`config.mk`:
```
export PLATFORM = sky130hd
export DESIGN_NAME = pc_fetch_unit
export DESIGN_NICKNAME = d
export VERILOG_FILES = /design/src/rtl/pc_fetch_unit_pkg.sv /design/src/rtl/pc_next_mux.sv /design/src/rtl/pc_fetch_unit.sv
export SDC_FILE = /design/constraint.sdc
export NUM_CORES = 1
export LEC_CHECK = 0
export ABC_CLOCK_PERIOD_IN_PS = 3400
export CORE_UTILIZATION = 43
export DETAILED_ROUTE_END_ITERATION = 8
export HOLD_SLACK_MARGIN = 0.06
export PLACE_DENSITY_LB_ADDON = 0.2
export SLEW_MARGIN = 15
export SYNTH_ARGS = -nofsm -noshare
export SYNTH_HDL_FRONTEND = slang
export SYNTH_HIERARCHICAL = 1
export SYNTH_SLANG_ARGS = --single-unit
```
`constraint.sdc`:
```
create_clock -name i_clk -period 3.4 [get_ports i_clk]
set_input_delay 0.51 -clock i_clk [delete_from_list [all_inputs] [get_ports i_clk]]
set_output_delay 0.51 -clock i_clk [all_outputs]
set_load 0.01 [all_outputs]
```
`src/rtl/pc_fetch_unit_pkg.sv`:
```
// Shared definitions for the PC stage and its neighbours.
// Holds FSM encoding, PC width default, reset value and increment.
package pc_fetch_unit_pkg;

    localparam int                BITS_SIZE = 32;
    localparam int                PC_INC    = 4;
    localparam logic [BITS_SIZE-1:0] PC_RESET = 32'h0000_0000;

    typedef enum logic [1:0] {
        ST_IDLE = 2'd0,
        ST_RUN  = 2'd1,
        ST_STEP = 2'd2,
        ST_HALT = 2'd3
    } fetch_state_e;

    // Drop the two low address bits so the PC stays word aligned.
    function automatic logic [BITS_SIZE-1:0] align_word(
        input logic [BITS_SIZE-1:0] addr
    );
        return {addr[BITS_SIZE-1:2], 2'b00};
    endfunction

endpackage

```
`src/rtl/pc_next_mux.sv`:
```
// Next-PC select: branch > jump-reg > jump > sequential > hold.
// In: upd_en, stall, halt, redirect requests and targets, pc, pc4.
// Out: o_pc_next (aligned), o_load (PC register enable), o_redirect.
module pc_next_mux #(
    parameter int BITS_SIZE = 32
) (
    input  logic                 i_upd_en,
    input  logic                 i_stall,
    input  logic                 i_halt,
    input  logic                 i_branch_taken,
    input  logic [BITS_SIZE-1:0] i_pc_branch,
    input  logic                 i_jump_reg,
    input  logic [BITS_SIZE-1:0] i_pc_jreg,
    input  logic                 i_jump,
    input  logic [BITS_SIZE-1:0] i_pc_jump,
    input  logic [BITS_SIZE-1:0] i_pc,
    input  logic [BITS_SIZE-1:0] i_pc4,
    output logic [BITS_SIZE-1:0] o_pc_next,
    output logic                 o_load,
    output logic                 o_redirect
);

    logic seq_adv;

    assign o_redirect = i_upd_en
                      & (i_branch_taken | i_jump_reg | i_jump);

    // Sequential advance is blocked by a stall or a HALT at o_pc.
    assign seq_adv = i_upd_en & ~i_stall & ~i_halt;

    assign o_load = o_redirect | seq_adv;

    always_comb begin
        o_pc_next = i_pc;
        if (i_upd_en) begin
            if (i_branch_taken) begin
                o_pc_next = {i_pc_branch[BITS_SIZE-1:2], 2'b00};
            end else if (i_jump_reg) begin
                o_pc_next = {i_pc_jreg[BITS_SIZE-1:2], 2'b00};
            end else if (i_jump) begin
                o_pc_next = {i_pc_jump[BITS_SIZE-1:2], 2'b00};
            end else if (seq_adv) begin
                o_pc_next = {i_pc4[BITS_SIZE-1:2], 2'b00};
            end
        end
    end

endmodule

```
`src/rtl/pc_fetch_unit.sv`:
```
// Program-counter stage: PC register, run/step/halt FSM, fetch counter.
// Ports: debug controls (start/step_mode/step), hazard stall, ID-stage
// redirects with targets, halt detect; outputs pc, pc4, valid, flush,
// halted and fetch count.
module pc_fetch_unit #(
    parameter int BITS_SIZE = pc_fetch_unit_pkg::BITS_SIZE,
    parameter logic [BITS_SIZE-1:0] PC_RESET =
        pc_fetch_unit_pkg::PC_RESET,
    parameter int PC_INC = pc_fetch_unit_pkg::PC_INC
) (
    input  logic                 i_clk,
    input  logic                 i_reset,
    input  logic                 i_start,
    input  logic                 i_step_mode,
    input  logic                 i_step,
    input  logic                 i_stall,
    input  logic                 i_branch_taken,
    input  logic [BITS_SIZE-1:0] i_pc_branch,
    input  logic                 i_jump,
    input  logic [BITS_SIZE-1:0] i_pc_jump,
    input  logic                 i_jump_reg,
    input  logic [BITS_SIZE-1:0] i_pc_jreg,
    input  logic                 i_halt_detected,
    output logic [BITS_SIZE-1:0] o_pc,
    output logic [BITS_SIZE-1:0] o_pc4,
    output logic                 o_valid,
    output logic                 o_flush,
    output logic                 o_halted,
    output logic [BITS_SIZE-1:0] o_fetch_count
);

    import pc_fetch_unit_pkg::*;

    localparam logic [BITS_SIZE-1:0] INC_W = BITS_SIZE'(PC_INC);

    fetch_state_e         state_q;
    fetch_state_e         state_d;
    logic [BITS_SIZE-1:0] pc_q;
    logic [BITS_SIZE-1:0] pc_next;
    logic [BITS_SIZE-1:0] count_q;
    logic                 halted_q;
    logic                 upd_en;
    logic                 load;
    logic                 redirect;
    logic                 halt_go;

    pc_next_mux #(
        .BITS_SIZE (BITS_SIZE)
    ) u_next_mux (
        .i_upd_en       (upd_en),
        .i_stall        (i_stall),
        .i_halt         (i_halt_detected),
        .i_branch_taken (i_branch_taken),
        .i_pc_branch    (i_pc_branch),
        .i_jump_reg     (i_jump_reg),
        .i_pc_jreg      (i_pc_jreg),
        .i_jump         (i_jump),
        .i_pc_jump      (i_pc_jump),
        .i_pc           (pc_q),
        .i_pc4          (o_pc4),
        .o_pc_next      (pc_next),
        .o_load         (load),
        .o_redirect     (redirect)
    );

    // A HALT only takes effect if it is on the correct path and the
    // pipeline is not stalled.
    assign halt_go = upd_en & i_halt_detected & ~redirect & ~i_stall;

    // State register
    always_ff @(posedge i_clk) begin
        if (i_reset) begin
            state_q <= ST_IDLE;
        end else begin
            state_q <= state_d;
        end
    end

    // Next-state logic
    always_comb begin
        state_d = state_q;
        unique case (state_q)
            ST_IDLE: begin
                if (i_start) begin
                    state_d = i_step_mode ? ST_STEP : ST_RUN;
                end
            end
            ST_RUN: begin
                if (halt_go) begin
                    state_d = ST_HALT;
                end else if (i_step_mode) begin
                    state_d = ST_STEP;
                end
            end
            ST_STEP: begin
                if (halt_go) begin
                    state_d = ST_HALT;
                end else if (!i_step_mode) begin
                    state_d = ST_RUN;
                end
            end
            ST_HALT: begin
                state_d = ST_HALT;
            end
            default: begin
                state_d = ST_IDLE;
            end
        endcase
    end

    // Output logic
    always_comb begin
        upd_en = 1'b0;
        unique case (state_q)
            ST_RUN:  upd_en = 1'b1;
            ST_STEP: upd_en = i_step;
            default: upd_en = 1'b0;
        endcase
    end

    // PC register, fetch counter and halted flag
    always_ff @(posedge i_clk) begin
        if (i_reset) begin
            pc_q     <= PC_RESET;
            count_q  <= '0;
            halted_q <= 1'b0;
        end else begin
            if (load) begin
                pc_q    <= pc_next;
                count_q <= count_q + 1'b1;
            end
            halted_q <= (state_d == ST_HALT);
        end
    end

    assign o_pc          = pc_q;
    assign o_pc4         = pc_q + INC_W;
    assign o_flush       = redirect;
    assign o_valid       = upd_en & ~i_stall & ~redirect
                         & ~i_halt_detected;
    assign o_halted      = halted_q;
    assign o_fetch_count = count_q;

endmodule

```
==> impl_metrics.json <==
{
  "min-delay-path-class": "reg -> reg",
  "cp.arrival_ns": 2.73,
  "via_per_inst": 5.96,
  "synth_cells": 590,
  "reg2reg_slack_ns": 0.43,
  "fmaxAchievable_mhz": 309,
  "worstReg2RegEnd": "o_fetch_count[29]$_SDFFE_PP0P_",
  "cts-root-buf": "clkbuf_8",
  "grt_pass1_vias": 5079,
  "clk_pin_slew_ns": 0.07,
  "place_area_um2": 6710,
  "finalSetupViolCount": 0,
  "mappedNetlistNets": 702,
  "grt_usage": 0.283,
  "fin_cells": 913,
  "antenna_cells": 0,
  "clockBufferDepth": 2,
  "cts_sinks": 67,
  "design.core.area_um2": 10400,
  "maxSlewViolCount": 0,
  "crit_fanout": 13,
  "drt-total-wl_um": 15800,
  "die_x_um": 106,
  "die_h_um": 106,
  "drt_iter0_markers": 319,
  "skew_ns": 0.0121,
  "path_class": "reg -> out",
  "synthesis.yosys.warnings": 6,
  "r2r_cells": 9,
  "outcome": "completed",
  "io_buffers": 198,
  "synth.avg_cell_area_um2": 7.81,
  "grt_pass1_wl_um": 25200,
  "wl_per_cell_um": 17.3,
  "powerDensity_nw_per_um2": 403,
  "ios": 205,
  "drv_cap": 0,
  "cts.htree.levels": 3,
  "die_area_um2": 11100,
  "cts_hold_buf": 0,
  "grt_max_degree": 59,
  "post-route-util": 0.668,
  "synth_seq_cells": 67,
  "post-cts-setup-buffers": 0,
  "tritoncts": "done",
  "drive_gt1_frac": 0.0631,
  "start_kind": "register",
  "finalSetupTns_ns": 0,
  "period_needed_ns": 3.24,
  "tightest_slew_ns": 0.772,
  "ir_drop_v": 0.000233,
  "area_growth_pct": 50.2,
  "reg2reg_from": "state_q[0]$_SDFF_PP0_",
  "initial_core_util": 0.444,
  "rsz0062_at_grt": "false",
  "dp.cells": 897,
  "cts_made_buffers": 9,
  "ys.flop_type": "dfxtp_1",
  "clk_latency_ns": 0.35,
  "remaining_drc_errors": 0,
  "final_nets": 884,
  "synth_edf_count": 0,
  "max-slew-margin-rel": 0.486,
  "ant_nets": 0,
  "syn_area_um2": 4610,
  "ys_async_sr_fraction": 0,
  "ys_top_cells_by_area": "dfxtp_1 29%, nand3_1 8.3%, mux2i_1 7.2%, a221oi_1 5.5%, nor2_1 4.2%",
  "setup.worst_path.start": "o_pc[12]$_SDFFE_PP0P_",
  "yosysTopAreaCell": "dfxtp_1",
  "leakagePower_nw": 2.23,
  "seq_area_frac_synth": 0.291,
  "overflow": 0,
  "row_count": 37,
  "dp_hpwl_um": 11300,
  "globalplace.congestion": 0.855,
  "final_cell_area_um2": 6920,
  "synth_top_area_frac": 0.291,
  "num_vias": 5444,
  "min_period_over_period": 0.953,
  "crit_end": "o_pc4[31]",
  "endpoint_kind": "primary output",
  "grt_antenna_before_repair": 0,
  "hold_viol": 0,
  "critical_path_required_ns": 2.89,
  "synth_cell_types": 46,
  "first_pass_iters": 5
}
worst min-delay path by stage:
stage                                           endpoint                            from  slack [ns]  depth (start not counted)
after global placement    o_fetch_count[31]$_SDFFE_PP0P_  o_fetch_count[31]$_SDFFE_PP0P_        0.47                          2
after global routing      o_fetch_count[31]$_SDFFE_PP0P_  o_fetch_count[31]$_SDFFE_PP0P_        0.52                          2
final                     o_fetch_count[31]$_SDFFE_PP0P_  o_fetch_count[31]$_SDFFE_PP0P_        0.49                          2
after floorplan           o_fetch_count[31]$_SDFFE_PP0P_  o_fetch_count[31]$_SDFFE_PP0P_        0.50                          2
after detailed placement  o_fetch_count[31]$_SDFFE_PP0P_  o_fetch_count[31]$_SDFFE_PP0P_        0.48                          2
after CTS                 o_fetch_count[31]$_SDFFE_PP0P_  o_fetch_count[31]$_SDFFE_PP0P_        0.49                          2
repair_timing:
item,4_1_cts,5_1_grt
endpoints found under the hold margin,0,0
gates resized for setup,0,1
endpoints found under the setup margin,0,2
cells by family (layout without fill, tap and decap cells):
| kind of cell | Yosys count | after routing | share of synthesized area |
|---|---|---|---|
| buffers and inverters | 66 | 253 | 0.0643 |
| adder cells (fa/ha/maj) | 6 | 6 | 0.0163 |
| AO/OA/AOI/OAI | 145 | 145 | 0.210 |
| XOR/XNOR | 38 | 38 | 0.0722 |
| AND/OR/NAND/NOR | 235 | 235 | 0.275 |
| multiplexers | 33 | 33 | 0.0717 |
| flip-flops | 67 | 67 | 0.291 |
report_power, final:
part | internal [mW] | switching, mW
Clock | 0.358 | 0.318
Combinational | 0.593 | 0.622
Sequential | 0.830 | 0.0705
Total | 1.78 | 1.01
critical path: stages, from the launching register on:
cell and delay, ns:
dfxtp_1 0.54, and4_1 0.33, nand4_1 0.11, buf_4 0.21, nor4_1 0.31, xor2_1 0.30
clkdlybuf4s50_1 0.59
cells in the mapped netlist (3+ instances only):
| cell type | instances |
|---|---|
| a21oi_1 | 24 |
| a221oi_1 | 29 |
| a31oi_1 | 30 |
| and2_1 | 3 |
| and3_1 | 3 |
| and4_1 | 8 |
| buf_1 | 5 |
| buf_2 | 9 |
| buf_4 | 6 |
| clkbuf_1 | 29 |
| dfxtp_1 | 67 |
| ha_1 | 6 |
| inv_1 | 15 |
| mux2i_1 | 33 |
| nand2_1 | 20 |
| nand2b_1 | 3 |
| nand3_1 | 76 |
| nand4_1 | 17 |
| nor2_1 | 52 |
| nor2b_1 | 3 |
| nor3_1 | 8 |
| nor4_1 | 9 |
| o21ai_0 | 12 |
| o22ai_1 | 28 |
| o31ai_1 | 13 |
| or3_1 | 9 |
| or4_1 | 14 |
| xnor2_1 | 20 |
| xor2_1 | 18 |
through the flow:
| step | hold slack, ns | setup WS (ns) | total power, mW |
|---|---|---|---|
| after floorplan | 0.496 | 0.589 | 1.66 |
| after global placement | 0.466 | 0.276 | 2.08 |
| after detailed placement | 0.481 | 0.203 | 2.12 |
| after CTS | 0.491 | 0.134 | 2.80 |
| after global routing | 0.525 | 0.0137 | 2.96 |
| final | 0.490 | 0.161 | 2.79 |
registers in the layout (all words and copies together) (netlist names):
| register | flops |
|---|---|
| o_pc | 32 |
| state_q | 2 |
| o_fetch_count | 32 |
| o_halted | 1 |
cells in the final DEF, fill, tap and decap left out, types with 3 or more instances in the layout:
| cell | instances |
|---|---|
| inv_1 | 14 |
| or3_1 | 9 |
| nor2_1 | 51 |
| nand3_1 | 76 |
| mux2i_1 | 33 |
| a221oi_1 | 29 |
| and4_1 | 7 |
| o31ai_1 | 13 |
| o22ai_1 | 28 |
| nand4_1 | 17 |
| o21ai_0 | 12 |
| buf_4 | 24 |
| clkdlybuf4s50_1 | 197 |
| and3_1 | 3 |
| nor3_1 | 8 |
| a21oi_1 | 24 |
| dfxtp_1 | 67 |
| ha_1 | 6 |
| a31oi_1 | 30 |
| and2_1 | 3 |
| nor4_1 | 9 |
| clkbuf_8 | 10 |
| xor2_1 | 18 |
| nand2b_1 | 3 |
| or4_1 | 14 |
| xnor2_1 | 20 |
| nand2_1 | 20 |
per-layer routing:
metal | part of all wire | track usage
met1 | 0.41 | 0.342
met4 | 0.021 | 0.105
met2 | 0.49 | 0.493
met5 | 0 | 0
met3 | 0.075 | 0.0612
layout make-up:
type,count,area [µm²]
fillers,904,3450
multi-input cells,457,3000
repair buffers,222,2160
flip-flops and latches,67,1340
well taps,136,170
clock buffers,10,138
clock inverters,6,65.1
inverters,15,56.3
Note: power is estimated with default switching activity, not from simulation.
